<file path="config.mk">
export PLATFORM = sky130hd
export DESIGN_NAME = booth_mul_seq_flat
export DESIGN_NICKNAME = d
export VERILOG_FILES = /design/src/rtl/booth_pkg.sv /design/src/rtl/booth_mul_seq_if.sv /design/src/rtl/booth_radix2_step.sv /design/src/rtl/booth_mul_seq.sv /design/src/flat_wrapper.sv
export SDC_FILE = /design/constraint.sdc
export NUM_CORES = 1
export LEC_CHECK = 0
export CAP_MARGIN = 40
export CORE_ASPECT_RATIO = 1.5
export CORE_MARGIN = 1
export CORE_UTILIZATION = 55
export CTS_BUF_LIST = sky130_fd_sc_hd__clkbuf_16
export CTS_CLUSTER_DIAMETER = 60
export DETAILED_ROUTE_END_ITERATION = 16
export HOLD_SLACK_MARGIN = 0.05
export PLACE_DENSITY = 0.91
export SLEW_MARGIN = 10
export SYNTH_ARGS = -nofsm -noshare
export SYNTH_HDL_FRONTEND = slang
export SYNTH_SLANG_ARGS = --single-unit
</file>
<file path="constraint.sdc">
create_clock -name clk -period 4.2 [get_ports clk]
set_clock_uncertainty 0.2 [all_clocks]
set_input_delay 1.05 -clock clk [delete_from_list [all_inputs] [get_ports clk]]
set_output_delay 1.05 -clock clk [all_outputs]
set_load 0.1 [all_outputs]
</file>
<file path="src/rtl/booth_pkg.sv">
// Shared types and helpers for the sequential radix-2 Booth multiplier.
package booth_pkg;

  typedef enum logic [0:0] {IDLE = 1'b0, RUN = 1'b1} state_e;

  typedef enum logic [1:0] {OP_NOP = 2'd0, OP_ADD = 2'd1, OP_SUB = 2'd2} booth_op_e;

  // cnt must hold 0..WIDTH
  function automatic int cnt_w(input int width);
    return $clog2(width + 1);
  endfunction

  function automatic booth_op_e booth_decode(input logic q0, input logic q_m1);
    case ({q0, q_m1})
      2'b10:   return OP_SUB;
      2'b01:   return OP_ADD;
      default: return OP_NOP;
    endcase
  endfunction

endpackage

</file>
<file path="src/rtl/booth_mul_seq_if.sv">
// Start/done handshake and operand/result bus of the Booth multiplier.
interface booth_mul_seq_if #(parameter int WIDTH = 16);
  logic                 start;
  logic                 is_signed;
  logic [WIDTH-1:0]     a;
  logic [WIDTH-1:0]     b;
  logic                 busy;
  logic                 done;
  logic [2*WIDTH-1:0]   p;

  modport master (output start, is_signed, a, b, input busy, done, p);
  modport slave  (input start, is_signed, a, b, output busy, done, p);
endinterface

</file>
<file path="src/rtl/booth_radix2_step.sv">
// One combinational radix-2 Booth step: add/sub selected by {q[0],q_m1}, then arithmetic shift right.
module booth_radix2_step
  import booth_pkg::*;
#(
  parameter int WIDTH = 16
) (
  input  logic signed [WIDTH:0] acc,
  input  logic        [WIDTH:0] q,
  input  logic                  q_m1,
  input  logic signed [WIDTH:0] m,
  output logic signed [WIDTH:0] acc_nxt,
  output logic        [WIDTH:0] q_nxt,
  output logic                  q_m1_nxt
);

  logic signed [WIDTH:0] sum;

  always_comb begin
    sum = acc;
    case (booth_decode(q[0], q_m1))
      OP_ADD:  sum = acc + m;
      OP_SUB:  sum = acc - m;
      default: sum = acc;
    endcase
    // shift {sum,q,q_m1} right by one, sign from the post-add accumulator
    acc_nxt  = sum >>> 1;
    q_nxt    = {sum[0], q[WIDTH:1]};
    q_m1_nxt = q[0];
  end

endmodule

</file>
<file path="src/rtl/booth_mul_seq.sv">
// Iterative radix-2 Booth multiplier: WIDTH+1 add/sub/shift steps on (WIDTH+1)-bit extended operands.
module booth_mul_seq
  import booth_pkg::*;
#(
  parameter int WIDTH = 16
) (
  input  logic           clk,
  input  logic           rst,
  booth_mul_seq_if.slave bus
);

  localparam int CW = cnt_w(WIDTH);
  localparam logic [0:0] S_IDLE = IDLE;
  localparam logic [0:0] S_RUN  = RUN;

  logic [0:0]            state;
  logic signed [WIDTH:0] acc;
  logic        [WIDTH:0] q;
  logic                  q_m1;
  logic signed [WIDTH:0] m;
  logic [CW-1:0]         cnt;

  logic signed [WIDTH:0] acc_n;
  logic        [WIDTH:0] q_n;
  logic                  q_m1_n;
  logic signed [WIDTH:0] a_ext;
  logic        [WIDTH:0] b_ext;

  // one extra bit makes unsigned operands exact in the signed Booth recoding
  assign a_ext = {bus.is_signed & bus.a[WIDTH-1], bus.a};
  assign b_ext = {bus.is_signed & bus.b[WIDTH-1], bus.b};

  booth_radix2_step #(.WIDTH(WIDTH)) u_step (
    .acc      (acc),
    .q        (q),
    .q_m1     (q_m1),
    .m        (m),
    .acc_nxt  (acc_n),
    .q_nxt    (q_n),
    .q_m1_nxt (q_m1_n)
  );

  always_ff @(posedge clk) begin
    if (rst) begin
      state    <= S_IDLE;
      acc      <= '0;
      q        <= '0;
      q_m1     <= 1'b0;
      m        <= '0;
      cnt      <= '0;
      bus.busy <= 1'b0;
      bus.done <= 1'b0;
      bus.p    <= '0;
    end else begin
      bus.done <= 1'b0;
      case (state)
        S_IDLE: begin
          if (bus.start) begin
            acc      <= '0;
            q        <= b_ext;
            q_m1     <= 1'b0;
            m        <= a_ext;
            cnt      <= '0;
            bus.busy <= 1'b1;
            state    <= S_RUN;
          end
        end
        default: begin
          acc  <= acc_n;
          q    <= q_n;
          q_m1 <= q_m1_n;
          cnt  <= cnt + 1'b1;
          if (cnt == CW'(WIDTH)) begin
            // low 2*WIDTH bits of the post-shift {acc,q}
            bus.p    <= {acc_n[WIDTH-2:0], q_n};
            bus.done <= 1'b1;
            bus.busy <= 1'b0;
            state    <= S_IDLE;
          end
        end
      endcase
    end
  end

endmodule
</file>
<file path="src/flat_wrapper.sv">
// flat-port wrapper written by rule: the top's interface ports become plain ports
module booth_mul_seq_flat import booth_pkg::*;
#(
  parameter int WIDTH = 16
)
  (clk, rst, bus_start, bus_is_signed, bus_a, bus_b, bus_busy, bus_done, bus_p);
  booth_mul_seq_if #(.WIDTH(WIDTH)) bus_i ();
  input  logic clk;
  input  logic rst;
  input wire logic [$bits(bus_i.start)-1:0] bus_start;
  input wire logic [$bits(bus_i.is_signed)-1:0] bus_is_signed;
  input wire logic [$bits(bus_i.a)-1:0] bus_a;
  input wire logic [$bits(bus_i.b)-1:0] bus_b;
  output wire logic [$bits(bus_i.busy)-1:0] bus_busy;
  output wire logic [$bits(bus_i.done)-1:0] bus_done;
  output wire logic [$bits(bus_i.p)-1:0] bus_p;
  assign bus_i.start = bus_start;
  assign bus_i.is_signed = bus_is_signed;
  assign bus_i.a = bus_a;
  assign bus_i.b = bus_b;
  assign bus_busy = bus_i.busy;
  assign bus_done = bus_i.done;
  assign bus_p = bus_i.p;
  booth_mul_seq #(.WIDTH(WIDTH)) u_core (.clk(clk), .rst(rst), .bus(bus_i));
endmodule
</file>
==> results of run 1 <==
==> layout make-up <==
cell class	instances	area, µm²
Timing Repair Buffer	112	1290
Sequential cell	91	1820
Fill cell	589	2100
Tap cell	107	134
Clock inverter	7	68.8
Inverter	19	71.3
Multi-Input combinational cell	464	2800
Clock buffer	9	225
==> Yosys cell counts (4+ instances only) <==
master     n  area, µm²
nand3_1    7       35.0
ha_1      20        250
o21ai_0   12       60.1
a31oi_1    8       50.1
nand2_1   91        342
a21o_1     4       30.0
and3_1     4       25.0
nand4_1    4       25.0
xor2_1     5       43.8
buf_1      4       15.0
a211oi_1   8       60.1
nand2b_1  10       62.6
a21oi_1   85        425
nor2_1    79        297
o21a_1     6       45.0
dfxtp_1   91       1820
inv_1     19       71.3
clkbuf_8   4       55.1
xnor2_1   18        158
mux2i_1   21        210
nor2b_1    5       31.3
nor3_1    11       55.1
a311oi_1  14        123
o211ai_1   4       30.0
clkbuf_1  25       93.8
==> power breakdown <==
group | leakage (µW) | total [µW] | switching [µW] | internal, µW
Combinational | 0.00156 | 569 | 339 | 230
Sequential | 0.000741 | 926 | 32.2 | 894
Clock | 0.000147 | 821 | 361 | 461
==> how the worst max path moves through the flow <==
stage | cells after the start | endpoint | from
2_1_floorplan | 12 | u_core.acc[14] | u_core.m[2]
3_3_place_gp | 12 | u_core.acc[14] | u_core.m[2]
3_5_place_dp | 12 | u_core.acc[14] | u_core.m[2]
4_1_cts | 12 | u_core.acc[14] | u_core.m[2]
5_1_grt | 12 | u_core.acc[14] | u_core.m[2]
6_report | 12 | u_core.acc[14] | u_core.m[2]
==> cell usage in the layout, fill, tap and decap left out, types with 2 or more instances in the layout <==
cell type / n
xnor2_1: 18
nand4_1: 4
a21o_1: 4
a2111o_1: 2
clkbuf_16: 9
or2_2: 3
clkinv_2: 2
o21ai_0: 12
mux2i_1: 21
nor3_1: 11
ha_1: 20
xor2_1: 5
o21ai_1: 2
a31oi_1: 8
clkdlybuf4s50_1: 68
o32ai_1: 3
nand3_1: 7
a21oi_1: 85
nand3b_1: 2
a211oi_1: 8
o21a_1: 6
o31a_1: 2
o211ai_1: 4
buf_8: 35
and3_2: 2
a2111oi_2: 2
a311oi_1: 14
inv_1: 20
nand2b_1: 10
mux2_2: 2
and3_1: 4
dfxtp_1: 90
nor2b_1: 5
nor4_1: 2
nand2_1: 91
nor2_1: 79
buf_4: 6
==> through the flow <==
step / instance area (µm²) / total power, µW / setup slack [ns]
final: 6410 / 2320 / 0.450
after global routing: 6410 / 2410 / 0.197
after CTS: 6410 / 2310 / 0.497
after detailed placement: 6120 / 1500 / 0.540
after global placement: 5580 / 1480 / 0.688
after floorplan: 4910 / 1360 / 0.896
==> worst max-delay path: stages (launching register included) <==
cell,delay [ns]
dfxtp_1,0.36
nor3_1,0.46
a21oi_1,0.21
nor2_1,0.27
o21ai_0,0.16
xnor2_1,0.15
ha_1,0.37
and3_4,0.24
and3_1,0.15
or4_1,0.39
a32oi_1,0.20
mux2i_1,0.31
a311oi_2,0.14
==> state kept, by name, summed over array words and instances (netlist names) <==
name / count
u_core.state: 1
u_core.acc: 16
u_core.cnt: 5
u_core.bus.busy: 1
u_core.bus.done: 1
u_core.q_m1: 1
u_core.m: 17
u_core.q: 17
u_core.bus.p: 32
==> per-layer routing <==
layer  share of wire, %  global-route usage, %
met5                  0                      0
met1                 37                   33.2
met4                5.1                   21.0
met2                 53                   55.9
met3                5.0                   5.74
==> logic make-up after synthesis <==
| family | Yosys count |
|---|---|
| AOI/OAI and AO/OA | 167 |
| xor gates and xnor gates | 23 |
| adders and majority gates | 21 |
| buffers and inverters | 58 |
| DFF | 91 |
| muxes | 23 |
| and+or+nand+nor | 230 |
==> results.md, run 1 <==
- Status: completed
- Max Fclk: 267 MHz
- Post-route DRC: 0
- DIE AREA: approximately 9300 µm²
- Post-Route WL: between 10 and 15 mm
- Placer's final routability congestion estimate: around 0.9
- Initial Util: between 50% and 60%
- Synth warn: 0
- Critical Path Start Type: register
- Kind of critical path: reg -> reg
- Crit share post-route: roughly 89%
- Register-to-Register Path Depth: 12
- Vias: roughly 4900
- Reg clk slew, reported paths: around 0.070 ns
- Initial DRC count: between 300 and 400
- Synthesized flop and latch total: a little over 90
- Hold_sp: u_core.bus.p[3]
- GRT overflow: 0
- Hold path endpoint: u_core.bus.p[3]
- FF-to-FF setup slack: approximately 0.45 ns
- Setup TNS Final: 0 ns
- WHS: ~0.26 ns
- Pins Over Slew Limit: 0
- CP max FO: 7
- Yosys cell types: between 60 and 70
- Row cnt: ~40
- DR WL/cell: about 17 µm
- Synth Area in Adders: 5.50%
- H-tree depth: 3
- CTS resizes: 0
- Worst r2r src: u_core.m[2]
- Mux contribution to synthesized area: under 10%
- Peak supply drop: around 0.00033 V
- Seq/Total Area, Yosys: around 37%
- Clk sinks: 91
- Fin nets: about 750
- Syn nets: 670
- Hpwl dp: just over 10 mm
- Hold path depth: 2
- Via density: about 6.1
- Hold Path Class: reg -> reg
- Num CTS Buffers: 9
- Fin cells: 809
- Die H: ~120 µm
- P per Cell Area: roughly 360 nW/µm²
- Vias in the first global route: 4959
- Final Hold Fails: 0
- Hold-fix buffers, CTS: 0
- # port buffers: 69
- Tmin final: about 3.8 ns
- First-pass GRT wire length: ~23 mm
- Post-Synth Simple-Gate Area: about a fifth
- Final setup violation count: 0
- Worst-Skew Late Latency: 0.35 ns
- Netlist Area Pre-Place: 4910 µm²
- Layout cell share with drive strength beyond 1: between 10% and 20%
- Post-synthesis xor/xnor area fraction: a little over 4%
- Gate count after technology mapping: around 610
- Synthesized area per cell: roughly 8.0 µm²
- Clock buffer depth: 2
- TritonCTS clock tree: built
- Final core utilization: between 70% and 80%
- Asr flop ratio synth: 0%
- Die outline width: between 70 and 80 µm
- Worst R2R End: u_core.acc[14]
- Compound-Gate Fraction of Synth Area: between 20% and 30%
- Worst Path Arrival: 3.74 ns
- Drt first pass iters: 5
- RSZ-0062 raised after global routing: false
- LEAKAGE: roughly 0.0024 µW
- Antenna Violating Nets Remaining: 0
- Core area: about 8500 µm²
- Largest family of logic cells by synthesized area: compound AO/OA/AOI/OAI gates
- Worst Path Required: between 4 and 5 ns
- I/O pins: 70
- Layout area overhead: 30.6%
- Largest net degree at the start of global routing: between 70 and 80
- Worst Setup End Kind: register
- Total track usage: a little under a third
- Max-Cap Viols: 0
- Initial antenna violation count: 0
- Postcts setup bufs: 0
- Clock root cell: clkbuf_16
- Worst-Margin Slew: between 0.7 and 0.8 ns
- Number of synthesized flops with an enable pin: 0
- Top FF cell, synth: dfxtp_1
- Relative slew slack: between 50% and 60%
- Placed insts: slightly below 800
- Ant diodes: 0
Power figures use the tool's default switching activity.
==> inputs of run 2 (changes only) <==
--- a/config.mk
+++ b/config.mk
@@ -8,10 +8,11 @@
 export CAP_MARGIN = 40
 export CORE_ASPECT_RATIO = 1.5
 export CORE_MARGIN = 1
-export CORE_UTILIZATION = 55
+export CORE_UTILIZATION = 64
 export CTS_BUF_LIST = sky130_fd_sc_hd__clkbuf_16
 export CTS_CLUSTER_DIAMETER = 60
 export DETAILED_ROUTE_END_ITERATION = 16
+export DONT_BUFFER_PORTS = 1
 export HOLD_SLACK_MARGIN = 0.05
 export PLACE_DENSITY = 0.91
 export SLEW_MARGIN = 10
==> run 2 against run 1 <==
  * Clock power shrank 13%
  * Sequential share of layout area is 3.8 points higher
  * Die area fell by 14%
  * Worst setup slack gained 0.042 ns
  * Largest cell class unchanged
  * Clock-buffer cell count unchanged
  * Register-to-register slack gained 0.04 ns
  * Highest routed layer unchanged
  * Global-route usage is 1.1 points higher
  * Critical path depth unchanged
  * Wire length down 10%
==> results.md, run 2 (synthesized netlist as in run 1, its figures left out) <==
- Status: completed
- Setup TNS Final: 0 ns (unchanged)
- Final setup violation count: 0 (unchanged)
- Layout area overhead: 15.2%
- Crit path launch: u_core.m[2]
- Core area: 7320 µm² (-14%)
- Clk sinks: 91 (unchanged)
- Internal: 1490 µW (-6.3%)
- GRT overflow: 0 (unchanged)
- Tmin final: 3.71 ns (-0.0423 ns)
- Most common cell after layout, fill and taps aside: nand2_1
- Via density: 6.18 (+1.7%)
- Peak supply drop: 0.000320 V (-3.4%)
- Top reg by flops: u_core.bus.p
- Slowest Stage Delay on Critical Path: 0.45 ns (about the same)
- Clock buffer depth: 2 (unchanged)
- Drt first pass iters: 5 (unchanged)
- Fin nets: 681 (-9.7%)
- Placer's final routability congestion estimate: 0.873 (-3.5%)
- Largest net degree at the start of global routing: 91 (+23%)
- Total track usage: 32.7% (+1.1 points)
- DIE AREA: 8040 µm² (-14%)
- Ant diodes: 0 (unchanged)
- Initial DRC count: 292 (-13%)
- Worst Path Required: 4.17 ns (-0.02 ns)
- H-tree depth: 3 (unchanged)
- Worst-Skew Late Latency: 0.34 ns (about the same)
- Worst r2r src: u_core.m[2]
- Die outline width: 73.5 µm (-7.1%)
- Pins Over Slew Limit: 0 (unchanged)
- Antenna Violating Nets Remaining: 0 (unchanged)
- Num CTS Buffers: 9 (unchanged)
- Initial antenna violation count: 0 (unchanged)
- Combinational group share of total power: 22.8% (-1.8 points)
- P_sw: 656 µW (-10%)
- CP cell instances: nor3_1 > a21oi_1 > nor2_1 > o21ai_0 > xnor2_1 > ha_1 > and3_4 > and3_1 > or4_1 > a32oi_1 > mux2i_1 > a311oi_2
- Relative slew slack: 44.2% (-8.1 points)
- Max Fclk: 270 MHz (+1.1%)
- CTS resizes: 0 (unchanged)
- Worst Path Arrival: 3.68 ns (-0.06 ns)
- TritonCTS clock tree: built
- Power share of the clock group: 33.5% (-2.0 points)
- Worst-Margin Slew: 0.836 ns (+0.121 ns)
- Crit share post-route: 88.3% (-1.0 points)
- Critical Path End: u_core.acc[14]
- # port buffers: 0 (-100%)
- Hpwl dp: 8.82 mm (-13%)
- RSZ-0062 raised after global routing: false
- Row cnt: 38 (-7.3%)
- Die H: 109 µm (-7.2%)
- Vias: 4506 (-8.3%)
- Flop pwr share: 43.7% (+3.7 points)
- Layout cell share with drive strength beyond 1: 11.3% (+0.18 points)
- Hold-fix buffers, CTS: 0 (unchanged)
- CP max FO: 7 (unchanged)
- Kind of critical path: reg -> reg
- Worst Setup End Kind: register
- Post-Route WL: 12.7 mm (-10%)
- Postcts setup bufs: 0 (unchanged)
- Worst R2R End: u_core.acc[14]
- Slowest CP cell: nor3_1
- Critical Path Start Type: register
- Initial Util: 67.1% (+9.4 points)
- First-pass GRT wire length: 20.2 mm (-12%)
- Max-Cap Viols: 0 (unchanged)
- Final Hold Fails: 0 (unchanged)
- Max reg flops: 32 (unchanged)
- Switching share of power: 30.6% (-0.97 points)
- Commonest cells after routing, fill and taps aside: nand2_1, dfxtp_1, a21oi_1
- Register-to-Register Path Depth: 12 (unchanged)
- Vias in the first global route: 4489 (-9.5%)
- Largest registers: u_core.bus.p: 32 flops, u_core.m: 17 flops, u_core.q: 17 flops
- I/O pins: 70 (unchanged)
- P per Cell Area: 378 nW/µm² (+4.8%)
- Clock root cell: clkbuf_16
- Placed insts: 713 (-10%)
- Post-route DRC: 0 (unchanged)
- Fin cells: 729 (-9.9%)
- LEAKAGE: 0.00216 µW (-12%)
- FF-to-FF setup slack: 0.49 ns (+0.04 ns)
- DR WL/cell: 17.4 µm (-0.23%)
- Reg clk slew, reported paths: 0.06 ns (about the same)
- Hold Path Class: reg -> reg
==> run 2: area by class of cell <==
class	instances	area, µm²
repair buffers	39	573
clock inverters	7	37.5
inverters	19	71.3
fillers	521	1660
flip-flops and latches	91	1820
well taps	100	125
multi-input cells	464	2800
clock buffers	9	225
==> run 2: power groups by stage <==
stage	clock network [µW]	logic, µW	registers (µW)
final	717	488	936
after global routing	756	536	938
after CTS	725	483	934
after detailed placement	0	478	952
after global placement	0	455	956
after floorplan	0	420	939
==> run 2: worst max-delay path: cells and delay by family (launching register included) <==
kind,cells,cell delay [ns]
simple gates,5,1.48
compound gates,4,0.69
fa+ha+maj,1,0.37
flops,1,0.36
mux,1,0.30
xor+xnor,1,0.15
==> run 2: metrics by stage <==
stage	total power (µW)	cell area, µm²	worst slack [ns]	hold WS, ns	utilization, %
CTS	2140	5660	0.502	0.273	77.3
floorplan	1360	4910	0.896	0.244	-
global route	2230	5660	0.229	0.291	77.3
detailed placement	1430	5400	0.528	0.263	73.7
global placement	1410	4850	0.705	0.251	66.3
finish	2140	5660	0.492	0.276	77.3
==> run 2: how the worst min path moves through the flow <==
stage                                   to          from  depth (start not counted)
after floorplan               u_core.m[16]  u_core.m[16]                          2
after global placement    u_core.bus.p[11]  u_core.q[12]                          2
after detailed placement  u_core.bus.p[13]  u_core.q[14]                          2
after CTS                 u_core.bus.p[10]  u_core.q[11]                          2
after global routing       u_core.bus.p[5]   u_core.q[6]                          2
final                         u_core.m[16]  u_core.m[16]                          2
==> run 2: layer usage <==
metal	GRT usage (%)	part of all wire, %
met4	17.6	3.8
met2	60.2	54
met1	33.4	36
met3	7.30	5.4
met5	0	0
